File: config.mk
export PLATFORM = sky130hd
export DESIGN_NAME = seg_display_driver
export DESIGN_NICKNAME = d
export VERILOG_FILES = /design/src/rtl/seg_display_driver.sv
export SDC_FILE = /design/constraint.sdc
export NUM_CORES = 1
export LEC_CHECK = 0
export CAP_MARGIN = 20
export CORE_MARGIN = 2
export CORE_UTILIZATION = 55
export CTS_CLUSTER_SIZE = 25
export DETAILED_ROUTE_END_ITERATION = 8
export GPL_ROUTABILITY_DRIVEN = 0
export GPL_TIMING_DRIVEN = 0
export PLACE_DENSITY_LB_ADDON = 0.25
export SYNTH_ARGS = -nofsm -noshare
export SYNTH_HDL_FRONTEND = slang
export SYNTH_SLANG_ARGS = --single-unit
File: constraint.sdc
create_clock -name CLK -period 6.2 [get_ports CLK]
set_input_delay 1.86 -clock CLK [delete_from_list [all_inputs] [get_ports CLK]]
set_output_delay 1.86 -clock CLK [all_outputs]
set_load 0.01 [all_outputs]
File: src/rtl/seg_display_driver.sv
// -----------------------------------------------------------------------------
// seg_display_driver
//
// Purpose:
//   Latches a 32-bit value from the connector's SEG write port and shows it
//   as 8 hex digits on a common-anode 7-segment display, time-multiplexing
//   one digit per scan slot. Digit 0 is the rightmost digit (value[3:0]).
//   Each slot starts with a short all-anodes-off window to avoid ghosting.
//   Both board-facing outputs are registered.
//
// Parameters:
//   SCAN_DIV      clock cycles per digit slot (>= 2)
//   BLANK_CYCLES  cycles at the start of each slot with all anodes off
//                 (< SCAN_DIV)
//   LZ_BLANK      1 = suppress leading zeros (digit 0 is always shown)
//
// Ports:
//   CLK     in   1   system clock
//   RST     in   1   asynchronous reset, active-high
//   SEG_WE  in   1   write strobe, one cycle per store
//   SEG_WD  in   32  write data, 8 packed hex nibbles
//   SEG_AN  out  8   digit anodes, active-low, bit i = digit i
//   SEG_CA  out  8   cathodes, active-low: [0]=a .. [6]=g, [7]=dp
// -----------------------------------------------------------------------------
module seg_display_driver #(
    parameter int unsigned SCAN_DIV     = 100000,
    parameter int unsigned BLANK_CYCLES = 1000,
    parameter int unsigned LZ_BLANK     = 0
) (
    input  logic        CLK,
    input  logic        RST,
    input  logic        SEG_WE,
    input  logic [31:0] SEG_WD,
    output logic [7:0]  SEG_AN,
    output logic [7:0]  SEG_CA
);

    localparam int unsigned CntW = (SCAN_DIV > 1) ? $clog2(SCAN_DIV) : 1;
    localparam logic [CntW-1:0] CntMax   = CntW'(SCAN_DIV - 1);
    localparam logic [CntW-1:0] BlankEnd = CntW'(BLANK_CYCLES);

    // Hex digit to active-low segment pattern, dp held off.
    function automatic logic [7:0] hex_to_seg(input logic [3:0] nib);
        logic [7:0] seg;
        case (nib)
            4'h0: seg = 8'hC0;
            4'h1: seg = 8'hF9;
            4'h2: seg = 8'hA4;
            4'h3: seg = 8'hB0;
            4'h4: seg = 8'h99;
            4'h5: seg = 8'h92;
            4'h6: seg = 8'h82;
            4'h7: seg = 8'hF8;
            4'h8: seg = 8'h80;
            4'h9: seg = 8'h90;
            4'hA: seg = 8'h88;
            4'hB: seg = 8'h83;
            4'hC: seg = 8'hC6;
            4'hD: seg = 8'hA1;
            4'hE: seg = 8'h86;
            4'hF: seg = 8'h8E;
        endcase
        return seg;
    endfunction

    // State
    logic [31:0]     value_q, value_d;
    logic [CntW-1:0] div_cnt_q, div_cnt_d;
    logic [2:0]      dig_idx_q, dig_idx_d;
    logic [7:0]      an_q, an_d;
    logic [7:0]      ca_q, ca_d;

    // Per-digit leading-zero suppression flags
    logic [7:0] lz_sup;
    logic [3:0] cur_nib;
    logic       slot_wrap;
    logic       in_blank;

    // Writes only touch the value; the scan runs independently of them.
    always_comb begin
        value_d = value_q;
        if (SEG_WE) begin
            value_d = SEG_WD;
        end
    end

    always_comb begin
        slot_wrap = (div_cnt_q == CntMax);
        div_cnt_d = slot_wrap ? '0 : div_cnt_q + CntW'(1);
        dig_idx_d = slot_wrap ? dig_idx_q + 3'd1 : dig_idx_q;
    end

    // Digit i > 0 is a leading zero when every nibble from i upward is zero.
    always_comb begin
        lz_sup = 8'h00;
        if (LZ_BLANK != 0) begin
            for (int i = 1; i < 8; i++) begin
                lz_sup[i] = ((value_q >> (4 * i)) == 32'd0);
            end
        end
    end

    always_comb begin
        cur_nib  = value_q[{dig_idx_q, 2'b00} +: 4];
        in_blank = (div_cnt_q < BlankEnd);
        an_d     = 8'hFF;
        ca_d     = 8'hFF;
        if (!in_blank && !lz_sup[dig_idx_q]) begin
            an_d = ~(8'b1 << dig_idx_q);
            ca_d = hex_to_seg(cur_nib);
        end
    end

    always_ff @(posedge CLK or posedge RST) begin
        if (RST) begin
            value_q   <= '0;
            div_cnt_q <= '0;
            dig_idx_q <= '0;
            an_q      <= 8'hFF;
            ca_q      <= 8'hFF;
        end else begin
            value_q   <= value_d;
            div_cnt_q <= div_cnt_d;
            dig_idx_q <= dig_idx_d;
            an_q      <= an_d;
            ca_q      <= ca_d;
        end
    end

    assign SEG_AN = an_q;
    assign SEG_CA = ca_q;

endmodule

Word level (Yosys, flattened, before mapping)
Memories as Yosys holds them, arrays and structs flattened.
Index checks and enable logic that the tools add are counted.

storage, ports and cells
  input bits = 35
  bits in read-only memories = 120
  flip-flop bits (word level) = 68
  memories = 2
  output and inout bits = 16

cells by class
  muxes and demuxes = 4
  reduce and logical (&&, ||, !) cells = 3
  order comparisons = 2
  bitwise logic cells = 1
  shifts and indexed selects = 2
  add/subtract/negate cells = 2
  equality and inequality tests = 1

memories
  memory            words  bits a word  rd ports  clocked after memory_dff  wr ports  RTL line  text
  (name not given)  16     7            1         0                         0         45        case (nib)
  (name not given)  8      1            1         0                         0         108       if (!in_blank && !lz_sup[dig_idx_q]) begin

operators with widths
  cell                                                                     count
  32-bit by 6-bit variable part select with 4-bit output                   1
  17-bit by 1-bit adder with 17-bit output (second input constant)         1
  17-bit == test (second input constant)                                   1
  17-bit by 10-bit < comparator with 1-bit output (second input constant)  1
  17-bit 2-to-1 mux                                                        1
  8-bit 2-to-1 mux                                                         2
  8-bit inverter                                                           1
  1-bit by 3-bit left shift with 8-bit output (first input constant)       1
  3-bit by 4-bit < comparator with 1-bit output (second input constant)    1
  3-bit by 1-bit adder with 3-bit output (second input constant)           1
  1-bit logical NOT                                                        2
  1-bit logical AND                                                        1
  1-bit 2-to-1 mux                                                         1

Depth between registers and ports, before layout
Gate-level depths: netlist (run 1).

  depth after elaboration = 5
  gate-level depth with buffers = 8
  depth with buffers taken out = 7

Worst setup path before layout (run 1)
OpenSTA, ideal clock, no wires.

  path kind = input -> register
  start = input port SEG_WE
  end = register value_q[0]
  arrival = 2735 ps
  buffers on the path = 2
  stages on the path = 3
  slack = 3340 ps
  required time = 6075 ps
  cells stage by stage = clkbuf_1 buf_1 mux2_2

RTL lines
  element               RTL line  text
  from (decl)           32        input logic SEG_WE,
  to (signal assigned)  122       value_q <= value_d;
  to (decl)             67        logic [31:0] value_q, value_d;

No word-level cell between the ends.

Worst setup path after layout (run 1)
  start = register an_q[0] (netlist: SEG_AN[0])
  end = output port SEG_AN[0]

RTL lines
  element                 RTL line  text
  from (decl)             70        logic [7:0] an_q, an_d;
  from (signal assigned)  125       an_q <= an_d;
  to (decl)               34        output logic [7:0] SEG_AN,

No word-level cell between the ends.

==> summary.txt, run 1 <==
Power Density - 236 nW/um^2
FMAX - 308 MHz
first-pass GRT wire length - 10000 um
final design utilization - 0.717
routed len/inst - 15.4 um
Via Count - 2071
Mapped Avg Cell Area - 12.9 um^2
Buf/Inv on CP - 1
unique cell type count in the Yosys netlist - 44
Total GRT Usage - 0.211
drt total wl - 5900 um
Rel. slew slack - 0.355
Synth Instances - 247
Ys Warns - 0
Die W - 80.0 um
1st-pass router iterations - 4
Port-buffer cells - 48
Cells after DPL - 368
Post-synth EDFFs - 0
Slew Limit Fails - 0
CP Max Fanout - 1
synthesized area - 3180 um^2
Placement Setup Slack - 3.09 ns
Final period util - 0.523
Die Ht - 80.0 um
Vias per Instance - 5.39
worst r2r src - dig_idx_q[0]$_DFFE_PP0N_
Largest delay share family, worst path - flip-flops
total CTS buffers - 9
FF-to-FF path depth - 8
Cell Chain, Critical Path - clkdlybuf4s50_1
largest net degree at the start of global routing - 36
Max Root-Sink Buffers - 2
antenna viol nets, final - 0
worst setup path start - SEG_AN[0]$_DFF_PP1_
final worst setup slack - 2.96 ns
synthesis-to-layout area growth - 24.9%
commonest non-fill, non-tap cell in the layout - dfrtp_1
Crit Path Category - flop to output pin
total I/O pin count - 51
clk_lat worst skew - 0.34 ns
leading cell types in the layout, fill and taps excluded - dfrtp_1 (52), clkdlybuf4s50_1 (48), mux2_2 (35), nor2_1 (18), nand3_1 (17)
CP Data Arrival Time - 1.38 ns
CP max stage cell - dfstp_2
CTS Sinks - 67
GRT overflow - 0
Tightest Pin Transition - 0.955 ns
number of hold buffers added after cts - 0
layout cells sized above 1 - 0.253
maxcap violations - 0
number of post-CTS setup repair buffers - 0
leakage power - 1.67 nW
H-tree Lvls - 3
Iter 0 DRT Violations - 147
Ant. Diodes - 0
clock skew - 0.00801 ns
crit path launch type - flop
max incr delay on CP - 0.52 ns
DP Wirelength - 4210 um
vias in the first global route - 2051
final hold slack - 0.491 ns
Peak VDD IR - 0.181 mV
worst reg2reg path endpoint - SEG_CA[3]$_DFF_PP1_
main flop type after synthesis - dfrtp_1
Clock transition at path regs - 0.08 ns
Core ar. - 5540 um^2
Core Rows - 27
RSZ-0062 raised after global routing - false
endpoints failing setup - 0
Root Driver - clkbuf_8
worst hold path type - flop to flop
status - finished, final reports clean
FF+latch count, synth - 67
R2R setup slack - 3.50 ns
Filler Cell Count - 407
Post-synth ARST share - 1.00
Final nets - 355
setup TNS - 0 ns
CP required - 4.34 ns
antenna violations before repair - 0
Endpoint, Worst Hold - div_cnt_q[14]$_DFF_PP0_
Worst Hold Depth - 1
Final min period - 3.24 ns
Finished Layout Cells - 384
DRC violations left - 0
sequential element share of the synthesized area - 0.533
CTS tree - built
nature of the critical path endpoint - output pin
CTS-repair resized insts - 0
Post-Syn Nets - 295
Fin. Hold Viols - 0
hold path start - div_cnt_q[14]$_DFF_PP0_
die area - 6410 um^2
Initial Util - 0.574
## synth_stat cells (all sizes together), types with 2 or more instances
| library cell | n | area [um^2] |
|---|---|---|
| dfstp | 15 | 394 |
| inv | 8 | 30.0 |
| nor2 | 18 | 67.6 |
| nor3 | 4 | 20.0 |
| nand2 | 11 | 41.3 |
| ha | 13 | 163 |
| nor2b | 2 | 12.5 |
| mux2 | 35 | 394 |
| xor2 | 6 | 52.6 |
| nand4 | 2 | 12.5 |
| and3 | 3 | 18.8 |
| clkbuf | 2 | 7.51 |
| o21ai | 4 | 20.0 |
| buf | 8 | 51.3 |
| o211ai | 2 | 15.0 |
| a21oi | 3 | 15.0 |
| dfrtp | 52 | 1300 |
| xnor2 | 10 | 87.6 |
| mux4 | 6 | 154 |
| o221ai | 2 | 17.5 |
| nand3 | 17 | 85.1 |
| mux2i | 7 | 82.6 |
## where the power goes
group	leakage (nW)	internal (mW)	total (mW)	switching [mW]
clock	0.0987	0.197	0.368	0.172
combinational	0.778	0.0563	0.0983	0.0421
sequential	0.797	0.458	0.469	0.0110
## per-stage QoR
step	cell area (um^2)	power, mW
finish	3970	0.936
floorplan	3180	0.536
global placement	3750	0.569
detailed placement	3770	0.576
CTS	3970	0.940
global route	3970	0.977
## sequential cells by signal, indices dropped and copies added, names as in the netlist
register and cells:
SEG_CA 7, dig_idx_q 3, SEG_AN 8, value_q 32, div_cnt_q 17
## routing by layer
layer  share of wire  vias up  global-route usage
li1                -      995                   -
met1            0.45     1012               0.277
met2            0.49       58               0.334
met3           0.045        6              0.0645
met4           0.013        0              0.0712
met5               0        -                   0
## worst max path at each step
| stage | slack [ns] | end | cells past startpoint |
|---|---|---|---|
| 2_1_floorplan | 2.68 | dig_idx_q[0]$_DFFE_PP0N_ | 1 |
| 6_report | 2.96 | SEG_AN[0] | 1 |
| 3_5_place_dp | 3.09 | value_q[16]$_DFFE_PP0P_ | 3 |
| 3_3_place_gp | 1.61 | div_cnt_q[15]$_DFF_PP0_ | 2 |
| 5_1_grt | 2.90 | SEG_AN[0] | 1 |
| 4_1_cts | 2.94 | SEG_AN[0] | 1 |
## worst reg2reg max path: stages (launching register included)
cell     delay, ns
dfrtp_1       0.47
buf_6         0.21
mux4_1        0.57
mux2i_1       0.53
inv_1         0.19
ha_1          0.29
nand3_1       0.08
and4b_1       0.19
a31oi_1       0.05
## cell type report
class                   count  area (um^2)  area share
clock buffers              10          138      0.0346
plain buffers              10         58.8      0.0148
clock inverters             6         63.8      0.0161
flip-flops and latches     67         1700       0.427
repair buffers             49          500       0.126
well taps                  72         90.1      0.0227
inverters                   8         30.0     0.00756
multi-input cells         162         1400       0.351
## kinds of logic after synthesis
group | Yosys count | synth area share
DFF | 67 | 0.533
muxes | 48 | 0.198
and+or+nand+nor | 63 | 0.0972
other | 1 | 0.00118
AOI/OAI and AO/OA | 21 | 0.0472
buffers and inverters | 18 | 0.0279
adders and majority gates | 13 | 0.0511
xor gates and xnor gates | 16 | 0.0441
No activity file was read; power rests on OpenSTA's default activity.
==> inputs of run 2 (changes only) <==
--- a/config.mk
+++ b/config.mk
@@ -7,7 +7,7 @@
 export LEC_CHECK = 0
 export CAP_MARGIN = 20
 export CORE_MARGIN = 2
-export CORE_UTILIZATION = 55
+export CORE_UTILIZATION = 48
 export CTS_CLUSTER_SIZE = 25
 export DETAILED_ROUTE_END_ITERATION = 8
 export GPL_ROUTABILITY_DRIVEN = 0
==> constraint.sdc (replaced) <==
create_clock -name CLK -period 2.8 [get_ports CLK]
set_input_delay 0.84 -clock CLK [delete_from_list [all_inputs] [get_ports CLK]]
set_output_delay 0.84 -clock CLK [all_outputs]
set_load 0.01 [all_outputs]
==> run 2 against run 1 <==
Against the previous run:
- total power grew 130%
- worst setup slack lost 2.7 ns
- combinational power up 120%
- register-to-register slack got worse by 3.2 ns
- highest routed layer unchanged
==> summary.txt, run 2 (synthesis results as in run 1) <==
status - finished, final reports clean
endpoints failing setup - 0 (unchanged)
Die Ht - 85.4 um (+6.7%)
antenna viol nets, final - 0 (unchanged)
Final period util - 0.905
Port-buffer cells - 48 (unchanged)
crit path launch type - flop
commonest non-fill, non-tap cell in the layout - dfrtp_1
DP Wirelength - 4210 um (-0.14%)
synthesis-to-layout area growth - 26.0%
largest net degree at the start of global routing - 39 (+8.3%)
worst hold path type - flop to flop
max reg flops - 32 (unchanged)
CTS Sinks - 67 (unchanged)
drt total wl - 5860 um (-0.76%)
clock skew - 0.00305 ns (-0.00496 ns)
Peak VDD IR - 0.391 mV (+120%)
Via Count - 2081 (+0.48%)
Total GRT Usage - 0.180 (-0.0312)
number of post-CTS setup repair buffers - 0 (unchanged)
CP required - 3.06 ns (-1.28 ns)
Core ar. - 6390 um^2 (+15%)
routed len/inst - 15.1 um (-2.0%)
layout cells sized above 1 - 0.256 (+0.00321)
1st-pass router iterations - 4 (unchanged)
Root Driver - clkbuf_8
Vias per Instance - 5.35 (-0.81%)
DRC violations left - 0 (unchanged)
total CTS buffers - 9 (unchanged)
Initial Util - 0.498 (-0.0760)
FMAX - 395 MHz
clk_lat worst skew - 0.34 ns (about the same)
nature of the critical path endpoint - flop
Top reg by flops - value_q
Placement Setup Slack - 0.203 ns (-2.89 ns)
Iter 0 DRT Violations - 86 (-41%)
CP Max Fanout - 10 (+9)
total power - 2.16 mW (+130%)
antenna violations before repair - 0 (unchanged)
first-pass GRT wire length - 10000 um (-0.13%)
Crit Path Category - flop to flop
RSZ-0062 raised after global routing - false
Rel. slew slack - 0.347 (-0.00805)
Final min period - 2.53 ns
H-tree Lvls - 3 (unchanged)
CTS tree - built
final worst setup slack - 0.266 ns (-2.69 ns)
CTS-repair resized insts - 0 (unchanged)
number of hold buffers added after cts - 0 (unchanged)
total I/O pin count - 51 (unchanged)
CP Data Arrival Time - 2.80 ns (+1.42 ns)
vias in the first global route - 2126 (+3.7%)
Fin. Hold Viols - 0 (unchanged)
die area - 7290 um^2 (+14%)
Die W - 85.4 um (+6.7%)
GRT overflow - 0 (unchanged)
Clock transition at path regs - 0.07 ns (about the same)
Ant. Diodes - 0 (unchanged)
Core Rows - 29 (+7.4%)
Power Density - 539 nW/um^2 (+130%)
Tightest Pin Transition - 0.967 ns (+0.0119 ns)
Slew Limit Fails - 0 (unchanged)
maxcap violations - 0 (unchanged)
leakage power - 1.69 nW (+0.88%)
Max Root-Sink Buffers - 2 (unchanged)
Final nets - 355 (unchanged)
leading cell types in the layout, fill and taps excluded - dfrtp_1 (52), clkdlybuf4s50_1 (48), mux2_2 (35), nor2_1 (18), nand3_1 (17)
## run 2: layer usage
metal	track usage	vias to the layer above	routed length, um
met3	0.0379	10	185
met2	0.273	42	2760
met1	0.248	1032	2780
met4	0.0823	0	128
li1	-	997	-
met5	0	-	0
## run 2: power breakdown
| part | internal (mW) | switching, mW | total, mW |
|---|---|---|---|
| sequential | 1.02 | 0.0215 | 1.04 |
| combinational | 0.125 | 0.0948 | 0.220 |
| clock | 0.545 | 0.359 | 0.904 |
## run 2: critical path, stage by stage (launching register included)
cell and delay, ns:
dfrtp_1 0.44, buf_6 0.20, mux4_1 0.58, mux2i_2 0.41
ha_1 0.35, nor2_1 0.07, a221o_2 0.29, o211ai_1 0.10
## run 2: path summary, 6_finish.rpt
check	end	depth (start not counted)	slack, ns	start
min	div_cnt_q[0]$_DFF_PP0_	1	0.50	div_cnt_q[0]$_DFF_PP0_
max	SEG_CA[4]$_DFF_PP1_	7	0.27	dig_idx_q[0]$_DFFE_PP0N_
min reg2reg	div_cnt_q[0]$_DFF_PP0_	1	0.50	div_cnt_q[0]$_DFF_PP0_
max reg2reg	SEG_CA[4]$_DFF_PP1_	7	0.27	dig_idx_q[0]$_DFFE_PP0N_
max in group asynchronous	SEG_AN[6]$_DFF_PP1_	3	1.21	RST
min in group asynchronous	value_q[0]$_DFFE_PP0P_	2	0.91	RST
## run 2: per-stage QoR
stage               hold WS, ns  instances   util  TNS, ns  area [um^2]
floorplan                 0.455        247      -        0         3180
global placement          0.477        372  0.588   -43.63         3760
detailed placement        0.490        373  0.591        0         3780
CTS                       0.500        389  0.627        0         4000
global route              0.511        389  0.628        0         4010
finish                    0.497        389  0.628        0         4010
## run 2: final cells by class
type	count	area (um^2)
Fill cell	499	2380
Sequential cell	67	1700
Multi-Input combinational cell	162	1400
Timing Repair Buffer	49	500
Clock buffer	11	151
Tap cell	77	96.3
Clock inverter	5	75.1
Buffer	10	58.8
Inverter	8	30.0
==> patch, RTL diff (config.mk and constraints of run 2) <==
`LZ_BLANK`: 0 -> 1. Comments in the files are not updated.
--- a/src/rtl/seg_display_driver.sv
+++ b/src/rtl/seg_display_driver.sv
@@ -26,5 +26,5 @@
     parameter int unsigned SCAN_DIV     = 100000,
     parameter int unsigned BLANK_CYCLES = 1000,
-    parameter int unsigned LZ_BLANK     = 0
+    parameter int unsigned LZ_BLANK     = 1
 ) (
     input  logic        CLK,
Check against the original RTL: no difference found for any inputs over 10 cycles, from zero or initial values and one cycle with RST high; that may be too few to reach the edited logic, so the function may still have changed.
==> patch against run 2 <==
Maximum frequency is 1.2% higher; total power decreased by 9.7%; sequential cell count is the same; worst hold slack lost 0.016 ns; routed wire length increased by 7.6%; area after synthesis increased by 1.8%; final area decreased by 0.19%; setup slack gained 0.031 ns; via count up 4.2%; sequential share of layout area is 0.079 points higher; critical path depth rose by 1; largest power group unchanged.
==> patch: results (changes against run 2) <==
| Metric | Value |
|---|---|
| DP HPWL | `4711 µm (+12%)` |
| Violation count after the first detailed-routing iteration | `84 (-2.3%)` |
| Run status | `finished clean` |
| Internal power | `0.001458 W (-13%)` |
| Routed wire length on met2 | `2867 µm (+3.8%)` |
| Placed cell areas | `3836 µm² (+1.6%)` |
| Synth Net Count | `299 (+1.4%)` |
| Data arrival time of the critical path | `2.77 ns (-0.03 ns)` |
| Cell depth of the worst flop-to-flop path | `8 (+1)` |
| Number of nets in the layout | `359 (+1.1%)` |
| Syn Area/Cell | `12.91 µm² (+0.23%)` |
| Post-place setup slack | `0.1691 ns (-0.03408 ns)` |
| Clock skew | `0.006511 ns (+0.003460 ns)` |
| Cells taking the most area after synthesis | `sky130_fd_sc_hd__dfrtp_1 (40%), sky130_fd_sc_hd__dfstp_2 (12%), sky130_fd_sc_hd__mux2_2 (11%), sky130_fd_sc_hd__mux4_2 (5.6%), sky130_fd_sc_hd__ha_1 (5.0%)` |
| Routed length on met1 | `3054 µm (+9.9%)` |
| Seq/Total Area, Yosys | `0.5234 (-0.009677)` |
| M2 GR Usage | `0.2911 (+0.01761)` |
| Post-layout instance count excluding filler cells | `393 (+1.0%)` |
| Vias post-DR | `2168 (+4.2%)` |
| Global-route wire length before repair | `10870 µm (+8.8%)` |
| Met1 track demand over resource in global routing | `0.2701 (+0.02237)` |
| R2R setup slack | `0.30 ns (+0.03 ns)` |
| Worst vdd rail ir drop | `355.1 µV (-9.2%)` |
| Total GRT Usage | `0.1924 (+0.01280)` |
| Startpoint of the lowest-slack register-to-register path | `dig_idx_q[1]` |
| Origin of the worst setup path | `dig_idx_q[1]` |
| Final worst path period need | `2.503 ns (-0.03107 ns)` |
| Static power due to leakage | `1.672 nW (-0.97%)` |
| Most used standard cells in the synthesized netlist | `sky130_fd_sc_hd__dfrtp_1 (52), sky130_fd_sc_hd__mux2_2 (33), sky130_fd_sc_hd__dfstp_2 (15), sky130_fd_sc_hd__nand3_1 (15)` |
| Highest cell delay on the worst timing path | `0.56 ns (-0.02 ns)` |
| Detailed-route wire length per cell | `16.03 µm (+6.5%)` |
| Number of cells in the design after placement | `377 (+1.1%)` |
| GR Layer Usage met3 | `0.04620 (+0.008261)` |
| Met3 routed wirelength | `268 µm (+45%)` |
| Pin count of the biggest net entering global routing | `40 (+2.6%)` |
| Max stage delay cell, worst path | `sky130_fd_sc_hd__mux4_2` |
## patch: power groups by stage
stage	Sequential, W	Combinational, W	Clock, W
6_report	0.00105	0.000224	0.000672
5_1_grt	0.00106	0.000246	0.000735
4_1_cts	0.00105	0.000224	0.000687
3_5_place_dp	0.00107	0.000223	0
3_3_place_gp	0.00107	0.000213	0
2_1_floorplan	0.00105	0.000146	0
## patch: cell type report
type	instances	area, µm²
repair buffers	49	500.5
clock buffers	10	127.6
flip-flops and latches	67	1695
fillers	509	2422
clock inverters	6	32.53
well taps	77	96.34
plain buffers	11	65.06
multi-input cells	164	1449
inverters	9	33.78
## patch: kinds of logic (layout without fill, tap and decap cells)
family,Yosys count,count (layout),synth area share
and+or+nand+nor,66,66,0.1078
buffers and inverters,20,85,0.03051
muxes,50,50,0.2020
DFF,67,67,0.5234
xor gates and xnor gates,16,16,0.04326
other,1,1,0.001158
AOI/OAI and AO/OA,18,18,0.04172
adders and majority gates,13,13,0.05021
